## src/rtl/uart_rcv.sv

```systemverilog
// 8N1 UART receiver: two-flop input synchronizer, mid-bit sampling FSM and a
// single-entry output buffer with frame-error and overrun pulses.
module uart_rcv #(
    parameter int CLKS_PER_BIT = 8
) (
    input  logic       clk,
    input  logic       reset,
    input  logic       rx_data,
    output logic [7:0] data_out,
    output logic       data_valid,
    input  logic       data_ack,
    output logic       frame_err,
    output logic       overrun,
    output logic       busy
);
    localparam int BW = $clog2(CLKS_PER_BIT);
    localparam logic [BW-1:0] HALF_LAST = BW'(CLKS_PER_BIT / 2 - 1);
    localparam logic [BW-1:0] BIT_LAST  = BW'(CLKS_PER_BIT - 1);

    typedef enum logic [1:0] {IDLE, START, DATA, STOP} state_e;

    state_e          state_q, state_d;
    logic            sync1_q, rx_sync_q;
    logic [BW-1:0]   baud_q, baud_d;
    logic [2:0]      bit_q, bit_d;
    logic [7:0]      shift_q, shift_d;
    logic [7:0]      data_q, data_d;
    logic            valid_q, valid_d;
    logic            ferr_q, ferr_d;
    logic            ovr_q, ovr_d;

    always_ff @(posedge clk or negedge reset) begin
        if (!reset) begin
            state_q   <= IDLE;
            sync1_q   <= 1'b1;
            rx_sync_q <= 1'b1;
            baud_q    <= '0;
            bit_q     <= '0;
            shift_q   <= '0;
            data_q    <= '0;
            valid_q   <= 1'b0;
            ferr_q    <= 1'b0;
            ovr_q     <= 1'b0;
        end else begin
            state_q   <= state_d;
            sync1_q   <= rx_data;
            rx_sync_q <= sync1_q;
            baud_q    <= baud_d;
            bit_q     <= bit_d;
            shift_q   <= shift_d;
            data_q    <= data_d;
            valid_q   <= valid_d;
            ferr_q    <= ferr_d;
            ovr_q     <= ovr_d;
        end
    end

    always_comb begin
        state_d = state_q;
        baud_d  = baud_q;
        bit_d   = bit_q;
        shift_d = shift_q;
        data_d  = data_q;
        valid_d = valid_q;
        ferr_d  = 1'b0;
        ovr_d   = 1'b0;

        // A load in STOP below overrides this clear when both coincide.
        if (data_ack && valid_q) valid_d = 1'b0;

        case (state_q)
            IDLE: begin
                if (!rx_sync_q) begin
                    state_d = START;
                    baud_d  = '0;
                end
            end
            START: begin
                if (baud_q == HALF_LAST) begin
                    baud_d = '0;
                    bit_d  = '0;
                    state_d = rx_sync_q ? IDLE : DATA;
                end else begin
                    baud_d = baud_q + 1'b1;
                end
            end
            DATA: begin
                if (baud_q == BIT_LAST) begin
                    baud_d  = '0;
                    shift_d = {rx_sync_q, shift_q[7:1]};
                    bit_d   = bit_q + 3'd1;
                    if (bit_q == 3'd7) state_d = STOP;
                end else begin
                    baud_d = baud_q + 1'b1;
                end
            end
            STOP: begin
                if (baud_q == BIT_LAST) begin
                    state_d = IDLE;
                    baud_d  = '0;
                    if (!rx_sync_q) begin
                        ferr_d = 1'b1;
                    end else if (valid_q && !data_ack) begin
                        ovr_d = 1'b1;
                    end else begin
                        data_d  = shift_q;
                        valid_d = 1'b1;
                    end
                end else begin
                    baud_d = baud_q + 1'b1;
                end
            end
            default: state_d = IDLE;
        endcase
    end

    assign data_out   = data_q;
    assign data_valid = valid_q;
    assign frame_err  = ferr_q;
    assign overrun    = ovr_q;
    assign busy       = (state_q != IDLE);
endmodule

```

## config.mk

```make
export PLATFORM = sky130hd
export DESIGN_NAME = uart_rcv
export DESIGN_NICKNAME = d
export VERILOG_FILES = /design/src/rtl/uart_rcv.sv
export SDC_FILE = /design/constraint.sdc
export NUM_CORES = 1
export LEC_CHECK = 0
export CORE_MARGIN = 4
export CORE_UTILIZATION = 53
export DETAILED_ROUTE_END_ITERATION = 8
export HOLD_SLACK_MARGIN = 0.02
export PLACE_DENSITY = 0.77
export SYNTH_ARGS = -nofsm -noshare
export SYNTH_HDL_FRONTEND = slang
export SYNTH_SLANG_ARGS = --single-unit
```

## constraint.sdc

```tcl
create_clock -name clk -period 2.2 [get_ports clk]
set_input_delay 0.66 -clock clk [delete_from_list [all_inputs] [get_ports clk]]
set_output_delay 0.66 -clock clk [all_outputs]
set_load 0.02 [all_outputs]
```

After elaboration in Yosys (flattened, before gate mapping)
Cells that the tools add are included.
{"block": "word_totals", "romBits": 0, "n_memories": 0, "ramBits": 0, "wordCells": 61, "latch_bits": 0, "reg_bits": 29, "out_inout_bits": 12, "input_bits": 4}
{"block": "op_classes", "shift": 0, "muxes": 26, "magnitude_cmp": 0, "add_sub_neg": 2, "n_bitwise": 1, "div": 0, "multipliers": 0, "n_reduce_logical": 11, "n_eq_ne": 11}
{"op": "$mux W3", "n": 5}
{"op": "$mux W1", "n": 12}
{"op": "$mux W2", "n": 6}
{"op": "$ne A2 B2 Y1 const B", "n": 5}
{"op": "$pmux W3 S3", "n": 1}
{"op": "$pmux W2 S4", "n": 1}
{"op": "$add A3 B1 Y3 const B", "n": 2}
{"op": "$eq A3 B3 Y1 const B", "n": 2}
{"op": "$pmux W3 S2", "n": 1}
{"op": "$reduce_and A5 Y1", "n": 1}
{"op": "$eq A2 B2 Y1 const B", "n": 2}
{"op": "$reduce_and A4 Y1", "n": 1}
{"op": "$reduce_bool A2 Y1", "n": 2}
{"op": "$eq A3 B2 Y1 const B", "n": 1}
{"op": "$reduce_and A3 Y1", "n": 1}
{"op": "$eq A2 B1 Y1 const B", "n": 1}
{"op": "$logic_and A1 B1 Y1", "n": 2}
{"op": "$logic_not A2 Y1", "n": 1}
{"op": "$reduce_and A2 Y1", "n": 1}
{"op": "$reduce_or A2 Y1", "n": 1}
{"op": "$logic_not A1 Y1", "n": 1}
{"op": "$not A1 Y1", "n": 1}

Depth between registers and ports, before layout
Gate-level depths: netlist of the first run.
{"block": "depth", "ltp_word": 6, "mapped_depth": 6, "depth_no_buf": 5}

Worst setup path after synthesis of the first run
No wires, ideal clock.
{"block": "synth_timing", "kind": "flip-flop to flip-flop", "startpoint": "register baud_q[0]", "endpoint": "register data_q[0] (netlist: data_out[0])", "arrival_ns": 1.497, "setup_slack_ns": 0.578, "setup_ns": 0.125, "stages_incl_launch_ff": 7, "path_buffers": 1, "synth_period_minus_slack_ns": 1.622, "required_time_ns": 2.075, "cell_sequence": "dfrtp_1 -> ha_1 -> ha_1 -> nand4_2 -> nor2b_2 -> buf_6 -> mux2_4"}
{"block": "synth_between", "elab_chain_cells": 2}
{"element": "start: declaration", "line": "24", "rtl": "logic [BW-1:0] baud_q, baud_d;"}
{"element": "start signal: assignment", "line": "48", "rtl": "baud_q <= baud_d;"}
{"element": "$eq A3 B3 Y1", "line": "98", "rtl": "if (baud_q == BIT_LAST) begin"}
{"element": "$reduce_and A4 Y1 (no source line)"}
{"element": "end signal: assignment", "line": "51", "rtl": "data_q <= data_d;"}
{"element": "end: declaration", "line": "27", "rtl": "logic [7:0] data_q, data_d;"}
Every way passes these cells.
A chain may end at the register's enable or synchronous reset.

Worst setup path after layout of the first run
{"block": "layout_timing", "startpoint": "register state_q[0]", "endpoint": "output port busy"}
{"block": "layout_between", "elab_chain_cells": 1}
{"element": "start: declaration", "line": "22", "rtl": "state_e state_q, state_d;"}
{"element": "start signal: assignment", "line": "45", "rtl": "state_q <= state_d;"}
{"element": "$reduce_bool A2 Y1", "line": "121", "rtl": "assign busy = (state_q != IDLE);"}
{"element": "end: declaration", "line": "14", "rtl": "output logic busy"}
Every way passes these cells.

==> results of run 1 <==
[layout make-up]
cell class,instances,area (um2)
sequential,29,728
fill,184,713
multi-input combinational,59,505
timing repair buffer,19,191
clock buffer,7,65.1
tap,28,35.0
inverter,3,11.3
clock inverter,1,5.00
[state kept, by name, indices dropped and copies added, names as in the netlist, named ones only]
signal	cells
frame_err	1
data_valid	1
baud_q	3
data_out	8
state_q	1
bit_q	3
overrun	1
shift_q	8
sync1_q	1
rx_sync_q	1
[kinds of logic after synthesis]
group                    after synthesis  share of synthesized area [%]
AND/OR/NAND/NOR                       21                           10.1
adder cells (fa/ha/maj)                6                           5.84
buffers and inverters                  8                           3.99
multiplexers                          16                           16.3
flip-flops                            29                           56.7
AO/OA/AOI/OAI                         16                           7.11
[worst paths after layout]
path	startpoint	to	slack [ps]	depth (start not counted)
worst max-delay path	state_q[0]	busy	170	2
worst min-delay path	sync1_q	rx_sync_q	360	0
worst max register to register	baud_q[0]	data_out[5]	350	6
worst min register to register	sync1_q	rx_sync_q	360	0
max in group asynchronous	reset	rx_sync_q	1180	2
min in group asynchronous	reset	baud_q[0]	700	2
[worst register-to-register path: stages (launching register included)]
cell,delay (ps)
dfrtp_1,400
ha_1,230
ha_1,300
nand4_2,160
nor2b_2,190
buf_12,160
mux2_4,300
[stage by stage]
stage | utilization (%) | instances | worst slack [ps] | hold slack [ps]
floorplan | - | 96 | 578 | 345
global placement | 65.3 | 138 | 208 | 346
detailed placement | 65.3 | 138 | 164 | 347
CTS | 68.4 | 146 | 170 | 360
global route | 68.4 | 146 | 131 | 365
finish | 68.4 | 146 | 173 | 359
[layout by cell type, fill, tap and decap left out]
cell type,count
a21oi_1,6
a221oi_1,1
a31oi_1,1
and2_1,1
and3_1,1
buf_12,1
buf_4,3
clkbuf_4,5
clkbuf_8,2
clkdlybuf4s50_1,14
clkinv_2,1
dfrtp_1,27
dfstp_2,2
dlygate4sd2_1,1
ha_1,6
inv_1,3
mux2_2,7
mux2_4,8
mux2i_1,1
nand2_1,8
nand2b_1,3
nand3b_1,1
nand3b_4,1
nand4_2,1
nor2_1,2
nor2b_1,1
nor2b_2,1
o21a_1,1
o21ai_0,4
o22ai_1,3
or2_2,1
[Yosys cell counts, drive strengths merged, types with 2 or more instances]
library cell  number  area (um2)
a21oi              6        30.0
buf                5        40.0
dfrtp             27         676
dfstp              2        52.6
ha                 6        75.1
inv                3        11.3
mux2              15         199
nand2              8        30.0
nand2b             3        18.8
nand3b             2        27.5
nor2               2        7.51
nor2b              2        15.0
o21ai              4        20.0
o22ai              3        18.8
[routing by layer]
| metal | global-route usage, % | wire length, um |
|---|---|---|
| met1 | 18.5 | 990 |
| met2 | 24.0 | 1060 |
| met3 | 5.66 | 92 |
| met4 | 6.95 | 27 |
| met5 | 0 | 0 |
[power breakdown]
group	internal (W)	switching [W]
registers	0.000638	0.0000793
logic	0.000240	0.000271
clock network	0.000185	0.000183
==> results.toml, run 1 <==
[critical_path]
crit_chain = "or2_2, dlygate4sd2_1"
path_delay_family = "flip-flops"
crit_fanout = 3
cp-end-kind = "output pin"
crit_buf_inv = 1
max_stage_delay_ps = 400
cp.required_ps = 1540
worstPathArrival_ps = 1370
criticalPathCategory = "flip-flop to output pin"
crit_path_start_kind = "flip-flop"
slowest_stage = "dfrtp_1"

[drt]
post-route-drc-count = 0
vias = 788
drtIter0Drc = 8
drtAntennaViolNets = 0
wirelength_um = 2170
dr.pass1.iters = 2
vias_per_cell = 5.40
wl_per_cell_um = 14.9

[floorplanning]
die_y_um = 57.2
dieArea_um2 = 3280
core_area_um2 = 2250
die_w_um = 57.2
initial_utilization_pct = 57.0
ioPinCount = 16
rows = 17

[grt]
grt_pass1_wl_um = 3720
grt_overflow = 0
grt.total_usage_pct = 15.2
grt_max_degree = 30
grt_antenna_before_repair = 0
first_global_vias = 818

[synthesis]
synth_fp_nets = 106
ys_types = 27
synth_area_um2 = 1280
ys_warn_count = 0
synth_seq_area_share_pct = 56.7
ys_ff_latch = 29
async_reset_ff_share_pct = 100
synth_cells = 96
avgSynthCellArea_um2 = 13.4
synth-edff-count = 0
synth_ff_type = "dfrtp_1"

[sta]
fmax_ghz = 0.493
fin_crit_ps = 2030
worst_pin_slew_ps = 356
setup_viol = 0
final.period_utilization_pct = 92.1
relSlewSlack_pct = 76.2
finClkSkew_ps = 8.15
rsz0062_at_grt = "false"
drv_slew = 0
hold_viol_final = 0
setup_tns_ps = 0

[placed_design]
portBuffers = 15
placed_area_um2 = 1470
dpl.hpwl_um = 1530
gp_congestion = 0.715

[cts]
cts_buffers = 5
clk_pin_slew_ps = 90
postCtsHoldBufs = 0
cts_tree = "built"
worst_skew_pair.late_latency_ps = 320
cts-root-buf = "clkbuf_4"
clock_path_buffers = 2
cts_setup_buffers = 0
clock_sinks = 29
htree_levels = 2
post_cts_resize_count = 1

[pwr]
leakage_nw = 0.757
peakVddDrop_v = 0.000739
power.density_nw_per_um2 = 1040
power_w = 0.00160

[finish]
layout.nets = 127
drive_above_1_share_pct = 28.0
insertedDiodeCount = 0
stdcell_area_um2 = 1540
area_delta_synth_final_pct = 20.0

[status]
status = "finished, final reports clean"

[flow_run]
drv_cap = 0

[min_path]
hold_path_class = "flip-flop to flip-flop"
Power figures use the tool's default switching activity.
==> inputs of run 2 (changes only) <==
--- a/config.mk
+++ b/config.mk
@@ -5,9 +5,12 @@
 export SDC_FILE = /design/constraint.sdc
 export NUM_CORES = 1
 export LEC_CHECK = 0
+export CELL_PAD_IN_SITES_DETAIL_PLACEMENT = 0
+export CELL_PAD_IN_SITES_GLOBAL_PLACEMENT = 1
 export CORE_MARGIN = 4
-export CORE_UTILIZATION = 53
+export CORE_UTILIZATION = 44
 export DETAILED_ROUTE_END_ITERATION = 8
+export GPL_TIMING_DRIVEN = 1
 export HOLD_SLACK_MARGIN = 0.02
 export PLACE_DENSITY = 0.77
 export SYNTH_ARGS = -nofsm -noshare
==> results.toml, run 2 (same netlist as run 1, synthesis figures left out) <==
[drt]
drtIter0Drc = 18
dr.pass1.iters = 4
vias = 775
drtAntennaViolNets = 0
wl_per_cell_um = 14.3
dr.max_layer_used = "met4"
wl_met3_um = 122
met2_length_um = 986
vias_per_cell = 5.20
wirelength_um = 2130
post-route-drc-count = 0
wl_met1_um = 969

[min_path]
worstHoldEndpoint = "rx_sync_q"
hold_path_class = "flip-flop to flip-flop"
min_path_cells = 0
hp-start = "sync1_q"

[critical_path]
cp.required_ps = 1540
r2r_cells = 6
crit_path_start_kind = "flip-flop"
cp-end-kind = "output pin"
worstPathArrival_ps = 1340
criticalPathCategory = "flip-flop to output pin"
r2r_slack_ps = 400
crit_fanout = 3
crit-reg2reg-launch = "baud_q[0]"
r2r_end = "data_out[0]"

[floorplanning]
die_y_um = 62.0
core_area_um2 = 2780
dieArea_um2 = 3850
ioPinCount = 16
die_w_um = 62.0
initial_utilization_pct = 46.2
rows = 19

[grt]
first_global_vias = 760
grt_max_degree = 30
grt.total_usage_pct = 13.8
grt_pass1_wl_um = 3570
grt_overflow = 0
grt_antenna_before_repair = 0

[finish]
multi_input_area_um2 = 505
insertedDiodeCount = 0
fin_cells = 149
fin_util_pct = 54.9
final_cell_mix = "27 x dfrtp_1, 14 x clkdlybuf4s50_1, 8 x nand2_1, 8 x mux2_4, 7 x mux2_2"
fillerInstances = 252
layout.nets = 127
seq_area_um2 = 728
area_delta_synth_final_pct = 18.8
final_common_cell = "dfrtp_1"
drive_above_1_share_pct = 27.1

[sta]
worst_slack_ps = 200
drv_slew = 0
worst_pin_slew_ps = 359
setup_tns_ps = 0
fin_crit_ps = 2000
relSlewSlack_pct = 76.0
setup_viol = 0
fmax_ghz = 0.500
rsz0062_at_grt = "false"
hold_viol_final = 0
final.period_utilization_pct = 90.9
finClkSkew_ps = 8.75

[placed_design]
dpl.hpwl_um = 1440
gp_congestion = 0.725
portBuffers = 15
dpl_worst_slack_ps = 188
dp_cells = 141

[cts]
cts_setup_buffers = 0
cts_buffers = 5
cts-root-buf = "clkbuf_4"
post_cts_resize_count = 1
clock_sinks = 29
htree_levels = 2
worst_skew_pair.late_latency_ps = 330
postCtsHoldBufs = 0
clk_pin_slew_ps = 90
clock_path_buffers = 2
cts_tree = "built"

[pwr]
combPwrFrac_pct = 32.5
peakVddDrop_v = 0.000692
leakage_nw = 0.748
p_clk_share_pct = 20.5
p_switching_w = 0.000510
power.density_nw_per_um2 = 987
netSwitchingFraction_pct = 33.9
power_w = 0.00151
p_int_w = 0.000996
seqPwrFrac_pct = 47.0

[flow_run]
drv_cap = 0

[status]
status = "finished, final reports clean"
run 2: cell types whose count changed in the layout (fill, tap and decap cells not counted), sizes merged:
cell    previous run  this run
clkbuf             7         6
clkinv             1         2
run 2: layout make-up:
cell class | count | area share, %
Inverter | 3 | 0.738
Multi-Input combinational cell | 59 | 33.1
Timing Repair Buffer | 19 | 12.5
Sequential cell | 29 | 47.7
Tap cell | 31 | 2.54
Clock inverter | 2 | 0.656
Clock buffer | 6 | 2.70
run 2: critical path: stages, from the launching register on:
cell	delay [ps]
dfrtp_1	380
or2_2	310
dlygate4sd2_1	330
run 2: layer usage:
metal  global-route usage, %  vias up
met4                    8.18        0
met1                    17.3      381
met3                    6.20        6
met5                       0        -
li1                        -      371
met2                    19.5       17
run 2: how the worst max path moves through the flow:
stage,from,to,slack (ps),cells after the start
after floorplan,baud_q[0],data_out[0],580,6
after global placement,data_ack,data_out[0],190,5
after detailed placement,data_ack,data_out[0],190,5
after CTS,state_q[0],busy,170,2
after global routing,state_q[0],busy,120,2
final,state_q[0],busy,200,2
run 2: through the flow:
stage / area [um2] / hold slack [ps]
after floorplan: 1280 / 345
after global placement: 1480 / 347
after detailed placement: 1480 / 353
after CTS: 1530 / 372
after global routing: 1530 / 371
final: 1530 / 370
run 2: power groups by stage:
stage | combinational [W] | clock [W] | sequential (W)
4_1_cts | 0.000500 | 0.000325 | 0.000711
6_report | 0.000490 | 0.000309 | 0.000708
2_1_floorplan | 0.000354 | 0 | 0.000729
3_3_place_gp | 0.000488 | 0 | 0.000716
3_5_place_dp | 0.000506 | 0 | 0.000722
5_1_grt | 0.000561 | 0.000354 | 0.000726
==> inputs of run 3 (changes only) <==
--- a/config.mk
+++ b/config.mk
@@ -13,6 +13,7 @@
 export GPL_TIMING_DRIVEN = 1
 export HOLD_SLACK_MARGIN = 0.02
 export PLACE_DENSITY = 0.77
+export RECOVER_POWER = 100
 export SYNTH_ARGS = -nofsm -noshare
 export SYNTH_HDL_FRONTEND = slang
 export SYNTH_SLANG_ARGS = --single-unit
==> results.toml, run 3 (same netlist as run 1, synthesis figures left out) <==
[drt]
drtAntennaViolNets = 0
dr.pass1.iters = 4
vias_per_cell = 5.23
wirelength_um = 2110
wl_per_cell_um = 14.2
drtIter0Drc = 16
post-route-drc-count = 0
vias = 780

[grt]
grt_overflow = 0
grt_pass1_wl_um = 3570
grt_antenna_before_repair = 0
grt.total_usage_pct = 13.8
grt_max_degree = 30
first_global_vias = 760

[floorplanning]
initial_utilization_pct = 46.2
dieArea_um2 = 3850
rows = 19
core_area_um2 = 2780
die_w_um = 62.0
ioPinCount = 16
die_y_um = 62.0

[status]
status = "finished, final reports clean"

[critical_path]
r2r_end = "data_out[0]"
cp.required_ps = 1540
crit_fanout = 2
criticalPathCategory = "flip-flop to output pin"
crit_path_start_kind = "flip-flop"
r2r_slack_ps = 370
cp-end-kind = "output pin"
path_delay_family = "buffers and inverters"
endpoint = "data_out[0]"
worstPathArrival_ps = 1380
crit_chain = "dlygate4sd3_1"
slowest_stage = "dlygate4sd3_1"
max_stage_delay_ps = 650
crit_buf_inv = 1
crit-reg2reg-launch = "baud_q[0]"
critical_path_depth = 1
crit_start = "data_out[0]"
r2r_cells = 6

[placed_design]
portBuffers = 15
gp_congestion = 0.725
dpl_worst_slack_ps = 188
dpl.hpwl_um = 1440

[sta]
rsz0062_at_grt = "false"
finClkSkew_ps = 8.43
relSlewSlack_pct = 53.4
final.period_utilization_pct = 92.7
fin_crit_ps = 2040
worst_slack_ps = 161
setup_tns_ps = 0
drv_slew = 0
hold_viol_final = 0
setup_viol = 0
fmax_ghz = 0.490
worst_pin_slew_ps = 699

[pwr]
power_w = 0.00147
leakage_nw = 0.758
power.density_nw_per_um2 = 993
peakVddDrop_v = 0.000686

[finish]
area_delta_synth_final_pct = 15.2
fin_util_pct = 53.2
final_cell_mix = "27 x dfrtp_1, 13 x dlygate4sd3_1, 8 x nand2_1"
drive_above_1_share_pct = 19.5
layout.nets = 127
insertedDiodeCount = 0
final_common_cell = "dfrtp_1"

[cts]
clk_pin_slew_ps = 90
htree_levels = 2
clock_sinks = 29
cts-root-buf = "clkbuf_4"
cts_tree = "built"
cts_setup_buffers = 0
clock_path_buffers = 2
worst_skew_pair.late_latency_ps = 330
cts_buffers = 5

[flow_run]
drv_cap = 0

[min_path]
hold_path_class = "flip-flop to flip-flop"
[run 3: metal layers]
| metal | vias to the layer above | part of all wire [%] | track usage, % |
|---|---|---|---|
| met3 | 6 | 4.9 | 6.20 |
| li1 | 375 | - | - |
| met4 | 0 | 2.5 | 8.18 |
| met2 | 12 | 47 | 19.5 |
| met5 | - | 0 | 0 |
| met1 | 387 | 46 | 17.3 |
[run 3: worst min-delay path by stage]
stage	from	to	slack, ps	depth (start not counted)
6_report	sync1_q	rx_sync_q	370	0
5_1_grt	sync1_q	rx_sync_q	370	0
4_1_cts	sync1_q	rx_sync_q	370	0
3_5_place_dp	sync1_q	rx_sync_q	350	0
3_3_place_gp	sync1_q	rx_sync_q	350	0
2_1_floorplan	sync1_q	rx_sync_q	350	0
[run 3: final cells by class]
class,count,area (um2)
fill,255,1300
sequential,29,728
multi-input combinational,59,462
timing repair buffer,19,189
clock buffer,6,41.3
tap,31,38.8
inverter,3,11.3
clock inverter,2,10.0
[run 3: through the flow]
stage / instance area [um2] / hold WS [ps] / cells
3_3_place_gp: 1480 / 347 / 141
6_report: 1480 / 371 / 149
5_1_grt: 1480 / 371 / 149
2_1_floorplan: 1280 / 345 / 96
3_5_place_dp: 1480 / 353 / 141
4_1_cts: 1530 / 372 / 149
[run 3: where the power goes]
group	switching (W)	total (W)	internal (W)
clock	0.000188	0.000309	0.000121
combinational	0.000239	0.000455	0.000216
sequential	0.0000689	0.000706	0.000637
[run 3: timing repair]
item | 4_1_cts | 5_1_grt
setup endpoints to repair | 1 | 0
resized for setup | 1 | 0
hold buffers | 0 | 0
hold endpoints to repair | 0 | 0
